## config.mk

```make
export PLATFORM = sky130hd
export DESIGN_NAME = axis_rr_arbiter
export DESIGN_NICKNAME = d
export VERILOG_FILES = /design/src/rtl/axis_rr_arbiter.sv
export SDC_FILE = /design/constraint.sdc
export NUM_CORES = 1
export LEC_CHECK = 0
export CAP_MARGIN = 0
export CORE_MARGIN = 3
export CORE_UTILIZATION = 30
export DETAILED_ROUTE_END_ITERATION = 12
export PLACE_DENSITY = 0.7
export SLEW_MARGIN = 20
export SYNTH_ARGS = -nofsm -noshare
export SYNTH_HDL_FRONTEND = slang
export SYNTH_SLANG_ARGS = --single-unit
```

## constraint.sdc

```tcl
create_clock -name ACLK -period 3.6 [get_ports ACLK]
set_input_delay 0.9 -clock ACLK [delete_from_list [all_inputs] [get_ports ACLK]]
set_output_delay 0.9 -clock ACLK [all_outputs]
set_load 0.1 [all_outputs]
```

## src/rtl/axis_rr_arbiter.sv

```systemverilog
// Packet-locked round-robin AXI-Stream arbiter.
// N sources share one registered egress; packets never interleave.
module axis_rr_arbiter #(
  parameter int N_PORTS    = 4,
  parameter int DATA_WIDTH = 40,
  parameter int DEST_WIDTH = 4,
  parameter int SRC_WIDTH  = $clog2(N_PORTS)
) (
  input  logic                         ACLK,
  input  logic                         ARESETn,
  input  logic [N_PORTS-1:0]           s_tvalid,
  output logic [N_PORTS-1:0]           s_tready,
  input  logic [N_PORTS*DATA_WIDTH-1:0] s_tdata,
  input  logic [N_PORTS-1:0]           s_tlast,
  input  logic [N_PORTS*DEST_WIDTH-1:0] s_tdest,
  output logic                         m_tvalid,
  input  logic                         m_tready,
  output logic [DATA_WIDTH-1:0]        m_tdata,
  output logic                         m_tlast,
  output logic [DEST_WIDTH-1:0]        m_tdest,
  output logic [SRC_WIDTH-1:0]         m_tsrc,
  output logic                         busy
);

  typedef enum logic {
    IDLE   = 1'b0,
    LOCKED = 1'b1
  } state_t;

  state_t state;

  logic [SRC_WIDTH-1:0]  rr_ptr;
  logic [SRC_WIDTH-1:0]  grant;
  logic [SRC_WIDTH-1:0]  cand;
  logic [SRC_WIDTH-1:0]  idx;
  logic [SRC_WIDTH-1:0]  sel;
  logic [SRC_WIDTH-1:0]  sel_nxt;
  logic                  cand_vld;
  logic                  sel_vld;
  logic                  out_free;
  logic                  accept;
  logic [DATA_WIDTH-1:0] in_data;
  logic                  in_last;
  logic [DEST_WIDTH-1:0] in_dest;

  // Circular search for the first valid port starting at rr_ptr.
  always_comb begin
    cand     = '0;
    cand_vld = 1'b0;
    idx      = '0;
    for (int k = 0; k < N_PORTS; k++) begin
      idx = SRC_WIDTH'((int'(rr_ptr) + k) % N_PORTS);
      if (!cand_vld && s_tvalid[idx]) begin
        cand_vld = 1'b1;
        cand     = idx;
      end
    end
  end

  // Selected port, its ready, the accept strobe and the input mux.
  always_comb begin
    sel      = (state == LOCKED) ? grant : cand;
    sel_vld  = (state == LOCKED) || cand_vld;
    out_free = !m_tvalid || m_tready;
    s_tready = '0;
    in_data  = '0;
    in_last  = 1'b0;
    in_dest  = '0;
    accept   = 1'b0;
    for (int i = 0; i < N_PORTS; i++) begin
      if (SRC_WIDTH'(i) == sel) begin
        in_data     = s_tdata[i*DATA_WIDTH +: DATA_WIDTH];
        in_last     = s_tlast[i];
        in_dest     = s_tdest[i*DEST_WIDTH +: DEST_WIDTH];
        s_tready[i] = sel_vld && out_free && ARESETn;
        accept      = s_tready[i] && s_tvalid[i];
      end
    end
    if (sel == SRC_WIDTH'(N_PORTS - 1)) begin
      sel_nxt = '0;
    end else begin
      sel_nxt = sel + SRC_WIDTH'(1);
    end
  end

  // Arbitration FSM with registered output beat and busy flag.
  always_ff @(posedge ACLK or negedge ARESETn) begin
    if (!ARESETn) begin
      state    <= IDLE;
      rr_ptr   <= '0;
      grant    <= '0;
      busy     <= 1'b0;
      m_tvalid <= 1'b0;
      m_tdata  <= '0;
      m_tlast  <= 1'b0;
      m_tdest  <= '0;
      m_tsrc   <= '0;
    end else begin
      if (accept) begin
        m_tvalid <= 1'b1;
        m_tdata  <= in_data;
        m_tlast  <= in_last;
        m_tdest  <= in_dest;
        m_tsrc   <= sel;
        if (in_last) begin
          state  <= IDLE;
          busy   <= 1'b0;
          rr_ptr <= sel_nxt;
        end else begin
          state  <= LOCKED;
          busy   <= 1'b1;
          grant  <= sel;
        end
      end else if (m_tready) begin
        m_tvalid <= 1'b0;
      end
    end
  end

endmodule

```

# Yosys cells after proc, flatten, opt, wreduce, memory -nomap -nowiden
# Index checks and enable logic that the tools add are counted.
# word_totals
register_bits	53
in_bits	187
output_inout_bits	53
# classes
n_bitwise	1
n_eq_ne	4
reduce_logical	19
n_mux	41
add_sub_neg	4
magnitude_cmp	4
# op_table
op	count
40-bit 2-to-1 mux	4
1-bit 2-to-1 mux	23
4-bit 2-to-1 mux	4
2-bit by 3-bit < comparator with 1-bit output, second input constant	4
2-bit 2-to-1 mux	6
1-bit logical AND	9
1-bit binary-select mux with 2-bit select	4
2-bit by 1-bit adder with 2-bit output, second input constant	2
2-bit adder, second input constant	2
2-bit == test, first input constant	2
1-bit zero test	4
2-bit AND reduction	2
1-bit by 2-bit == test with 1-bit output, first input constant	1
2-bit == test, second input constant	1
2-bit zero test	1
1-bit logical OR	2
2-bit nonzero test	1
1-bit NOT	1

# Longest topological paths before layout
# logic_depth
ltp_word	21
mapped_depth	11
depth_no_buf	9

# Worst setup path after synthesis
# Ideal clock, no wire load.
# synth_path
path_type	in2out
startpoint	input port s_tvalid[1]
endpoint	output port s_tready[2]
n_path_buf	2
t_arrival_ns	3.729
stages	9
required_time_ns	2.700
setup_slack_ns	-1.029
cell_sequence	or3b_2 > o221ai_1 > o21ai_0 > inv_1 > ha_1 > buf_2 > inv_2 > clkbuf_1 > nor2_1
# synth_between
elab_cells_between_ends	28
classes_between	eq/ne: 1; mux: 18; reduce/logical: 9
# synth_rtl
element	line	source
start: declaration	11	input logic [N_PORTS-1:0] s_tvalid,
1-bit binary-select mux with 2-bit select	53	if (!cand_vld && s_tvalid[idx]) begin
1-bit 2-to-1 mux (implied by the code)	53	
1-bit 2-to-1 mux	53	
1-bit zero test	53	
1-bit logical AND	53	
1-bit 2-to-1 mux	53	
1-bit zero test	53	
1-bit logical AND	53	
1-bit 2-to-1 mux	53	
1-bit zero test	53	
1-bit logical AND	53	
2-bit 2-to-1 mux *	53	
2-bit 2-to-1 mux *	62	sel = (state == LOCKED) ? grant : cand;
named net sel[0]	36	logic [SRC_WIDTH-1:0] sel;
2-bit == test *	71	if (SRC_WIDTH'(i) == sel) begin
1-bit 2-to-1 mux *	71	
end: declaration	12	output logic [N_PORTS-1:0] s_tready,
# Mark *: on every way through the listed nets, which the timed path passes. The rest lies on a longest branch. The select of a mux whose other input is x is not followed.

# Worst setup path in the final report
# layout_path
startpoint	input port s_tvalid[3]
endpoint	output port s_tready[1]
# layout_between
elab_cells_between_ends	28
classes_between	eq/ne: 1; mux: 18; reduce/logical: 9
# layout_rtl
element	line
1-bit binary-select mux with 2-bit select	53
1-bit 2-to-1 mux (implied by the code)	53
1-bit 2-to-1 mux	53
1-bit zero test	53
1-bit logical AND	53
1-bit 2-to-1 mux	53
1-bit zero test	53
1-bit logical AND	53
1-bit 2-to-1 mux	53
1-bit zero test	53
1-bit logical AND	53
2-bit 2-to-1 mux *	53
2-bit 2-to-1 mux *	62
named net sel[1]	36
1-bit by 2-bit == test with 1-bit output *	71
1-bit 2-to-1 mux *	71
# Marks and branches as above.

==> summary.txt <==
Predominant post-synthesis flop cell: dfrtp_1
Post-synth net total: 558
Crit end category: primary output
Met2 WL: 7210 um
Critical path's slowest cell: o41ai_1
CP Max Fanout: 4
Fin. max-slew vios: 0
Final Hold Fails: 0
Status: finished, final reports clean
Cell taking the most area after synthesis: dfrtp_1
# nets final: 812
Die area: 12,920 sq um
Largest net degree at the start of global routing: 54
WP data arrival: 2.61 ns
Die Y: 113.7 um
Top Layer Used: met5
Max incr delay on CP: 0.36 ns
Wire per inst: 18.50 um
Reg-to-reg setup timing slack: 0.56 ns
Unique masters post-synth: 39
CP Launch Type: primary input
I/O Buffers: 239
Sequential area share after synthesis: 0.3814
# IOs: 240
Ant diodes: 0
Post-synth top cells: dfrtp_1 (53), nand2_1 (47), nor2_1 (47)
Deepest clock path buffer count: 2
Drt pass-1 iters: 4
H-tree Lvls: 2
Area grow syn2layout: 85.75%
Share of post-route cells with drive strength above 1: 0.2749
Crit path cell chain: dlygate4sd2_1 > buf_4 > o22ai_1 > o41ai_1 > buf_4 > inv_2 > ha_4 > buf_4 > inv_2 > nor2_4 > buf_12
Ys Warns: 0
CTS tree: yes
Core Rows: 38
Avg Synthesized Cell Area: 9.474 sq um
Synthesized area: 3477 sq um
Die X: 113.7 um
Hold Path Class: reg2reg
Seq. cell area: 1326 sq um
Area of the multi-input gates: 2095 sq um
Final weighted congestion in routability-driven placement: 0.8560
CTS clk-pin slew, worst paths: 0.06 ns
CP Class: in2out
Fmax: 0.2849 GHz
Leakage: 0.002691 uW
CTS Buf Count: 5
Worst slew pin tran: 0.9890 ns
Number of synthesized register bits: 53
Max_cap viols: 0
Final Power: 7337 uW
Vias post-DR: 4,026
Initial antenna violation count: 1
Fraction of registers with async set or reset after synthesis: 1.000
ANT nets after route: 0
Vias in the first global route: 4,331
Post-synth EDFFs: 0
Met1 WL: 5128 um
Fill count: 1,001
Core area: 11,080 sq um
CTS root buffer: clkbuf_16
Post-route minimum period: 3.510 ns
DPL Wire Length: 10,710 um
Worst vdd ir: 0.5412 mV
Final setup fails: 0
Synth top area share: 0.3814
Count leader, synth: dfrtp_1
Pwr Density: 1136 nW/um^2
Area contributors post-synth: dfrtp_1 (38%), mux2_2 (13%), a221oi_1 (11%)
Routed wire length on met3: 1253 um
CTS sink cnt: 53
Slew Limit Headroom: 0.3386
Initial core utilization: 0.3139
DR DRC count: 0
First-pass GRT wire length: 22,000 um
Clk_lat worst skew: 0.28 ns
Worst Skew: 0.004605 ns
Initial drt markers: 171
GR Util All Layers: 0.2133
Setup TNS: 0 ns
Unrepaired setup endpoints after global routing: no
Post-Route WL: 14,100 um
Critical path required time: 2.70 ns
Worst path most repeated cell: buf_4
Post-Syn Instances: 367
Vias per cell: 5.283
Final Cycle Share: 0.9751
Hold buffers post-CTS: 0
Total gr overflow: 0
[per-stage QoR]
stage | setup slack, ns | cell area (sq um) | utilization | hold slack, ns | std cells
global route | 0.005507 | 6459 | 0.5830 | 0.5279 | 762
global placement | -0.4264 | 6155 | 0.5556 | 0.4849 | 748
finish | 0.08965 | 6459 | 0.5830 | 0.5077 | 762
CTS | 0.1446 | 6451 | 0.5823 | 0.5101 | 762
detailed placement | -0.5573 | 6155 | 0.5556 | 0.4950 | 748
floorplan | -0.2169 | 3507 | - | 0.4797 | 367
[cell usage in the layout, fill, tap and decap left out, types with 2 or more instances in the layout]
cell type and instances:
clkdlybuf4s50_1 185, buf_4 80, dfrtp_1 53, nand2_1 47, a221oi_1 43, nor2_1 43
o31ai_1 43, mux2_2 41, mux2_4 7, inv_2 6, inv_1 5, clkbuf_16 5
buf_12 5, buf_6 5, nor2_4 4, ha_4 4, dlygate4sd2_1 4, mux2i_1 3
o21ai_4 2, and2_1 2, o21ai_0 2, nor2b_4 2, nand3b_1 2, a21oi_1 2
a211oi_1 2
[registers in the layout, indices dropped and copies added (netlist names)]
name / count
grant: 2
m_tsrc: 2
m_tdata: 40
m_tvalid: 1
state: 1
m_tdest: 4
rr_ptr: 2
m_tlast: 1
[where the power goes]
part	total [uW]	internal, uW	leakage, uW	switching, uW
Clock	550	348	0.0000841	203
Sequential	1060	888	0.000656	173
Combinational	5730	2020	0.00195	3700
[final cells by class]
class | instances | share of cell area
repair buffers | 280 | 0.4101
clock buffers | 7 | 0.02208
flip-flops and latches | 53 | 0.2053
clock inverters | 1 | 0.004649
inverters | 11 | 0.006393
multi-input cells | 270 | 0.3243
well taps | 140 | 0.02712
[cell families (layout without fill, tap and decap cells)]
kind of cell	count (synthesis)	count (layout)	share of synthesized area
compound gates	107	107	0.2476
buf+inv	45	299	0.05721
fa+ha+maj	4	4	0.01439
flops	53	53	0.3814
mux	51	51	0.1716
simple gates	107	108	0.1277
[worst max-delay path: cells and delay by family]
| kind | cells | cell delay, ns |
|---|---|---|
| adder cells (fa/ha/maj) | 1 | 0.17 |
| buffers and inverters | 7 | 1.04 |
| AND/OR/NAND/NOR | 1 | 0.04 |
| AO/OA/AOI/OAI | 2 | 0.45 |
[repair_timing]
| action | CTS | global route |
|---|---|---|
| endpoints found under the setup margin | 48 | 29 |
| pin swaps | 8 | 0 |
| gates resized for setup | 26 | 1 |
| gates cloned | 1 | 0 |
| setup buffers | 5 | 0 |
[worst paths after layout]
kind	cells after the start	start	endpoint
min in group asynchronous	2	ARESETn	m_tdata[39]$_DFFE_PN0P_
worst min register to register	1	m_tdata[11]$_DFFE_PN0P_	m_tdata[11]$_DFFE_PN0P_
max in group asynchronous	2	ARESETn	m_tdest[2]$_DFFE_PN0P_
worst max-delay path	11	s_tvalid[3]	s_tready[1]
worst min-delay path	1	m_tdata[11]$_DFFE_PN0P_	m_tdata[11]$_DFFE_PN0P_
worst max register to register	13	rr_ptr[1]$_DFFE_PN0P_	m_tdata[14]$_DFFE_PN0P_
[per-layer routing]
layer  vias to the layer above  global-route usage
li1                       1885                   -
met1                      1892              0.2303
met2                       209              0.3938
met3                        38             0.05676
met4                         2             0.08413
met5                         -                   0
No activity file was read; power rests on OpenSTA's default activity.
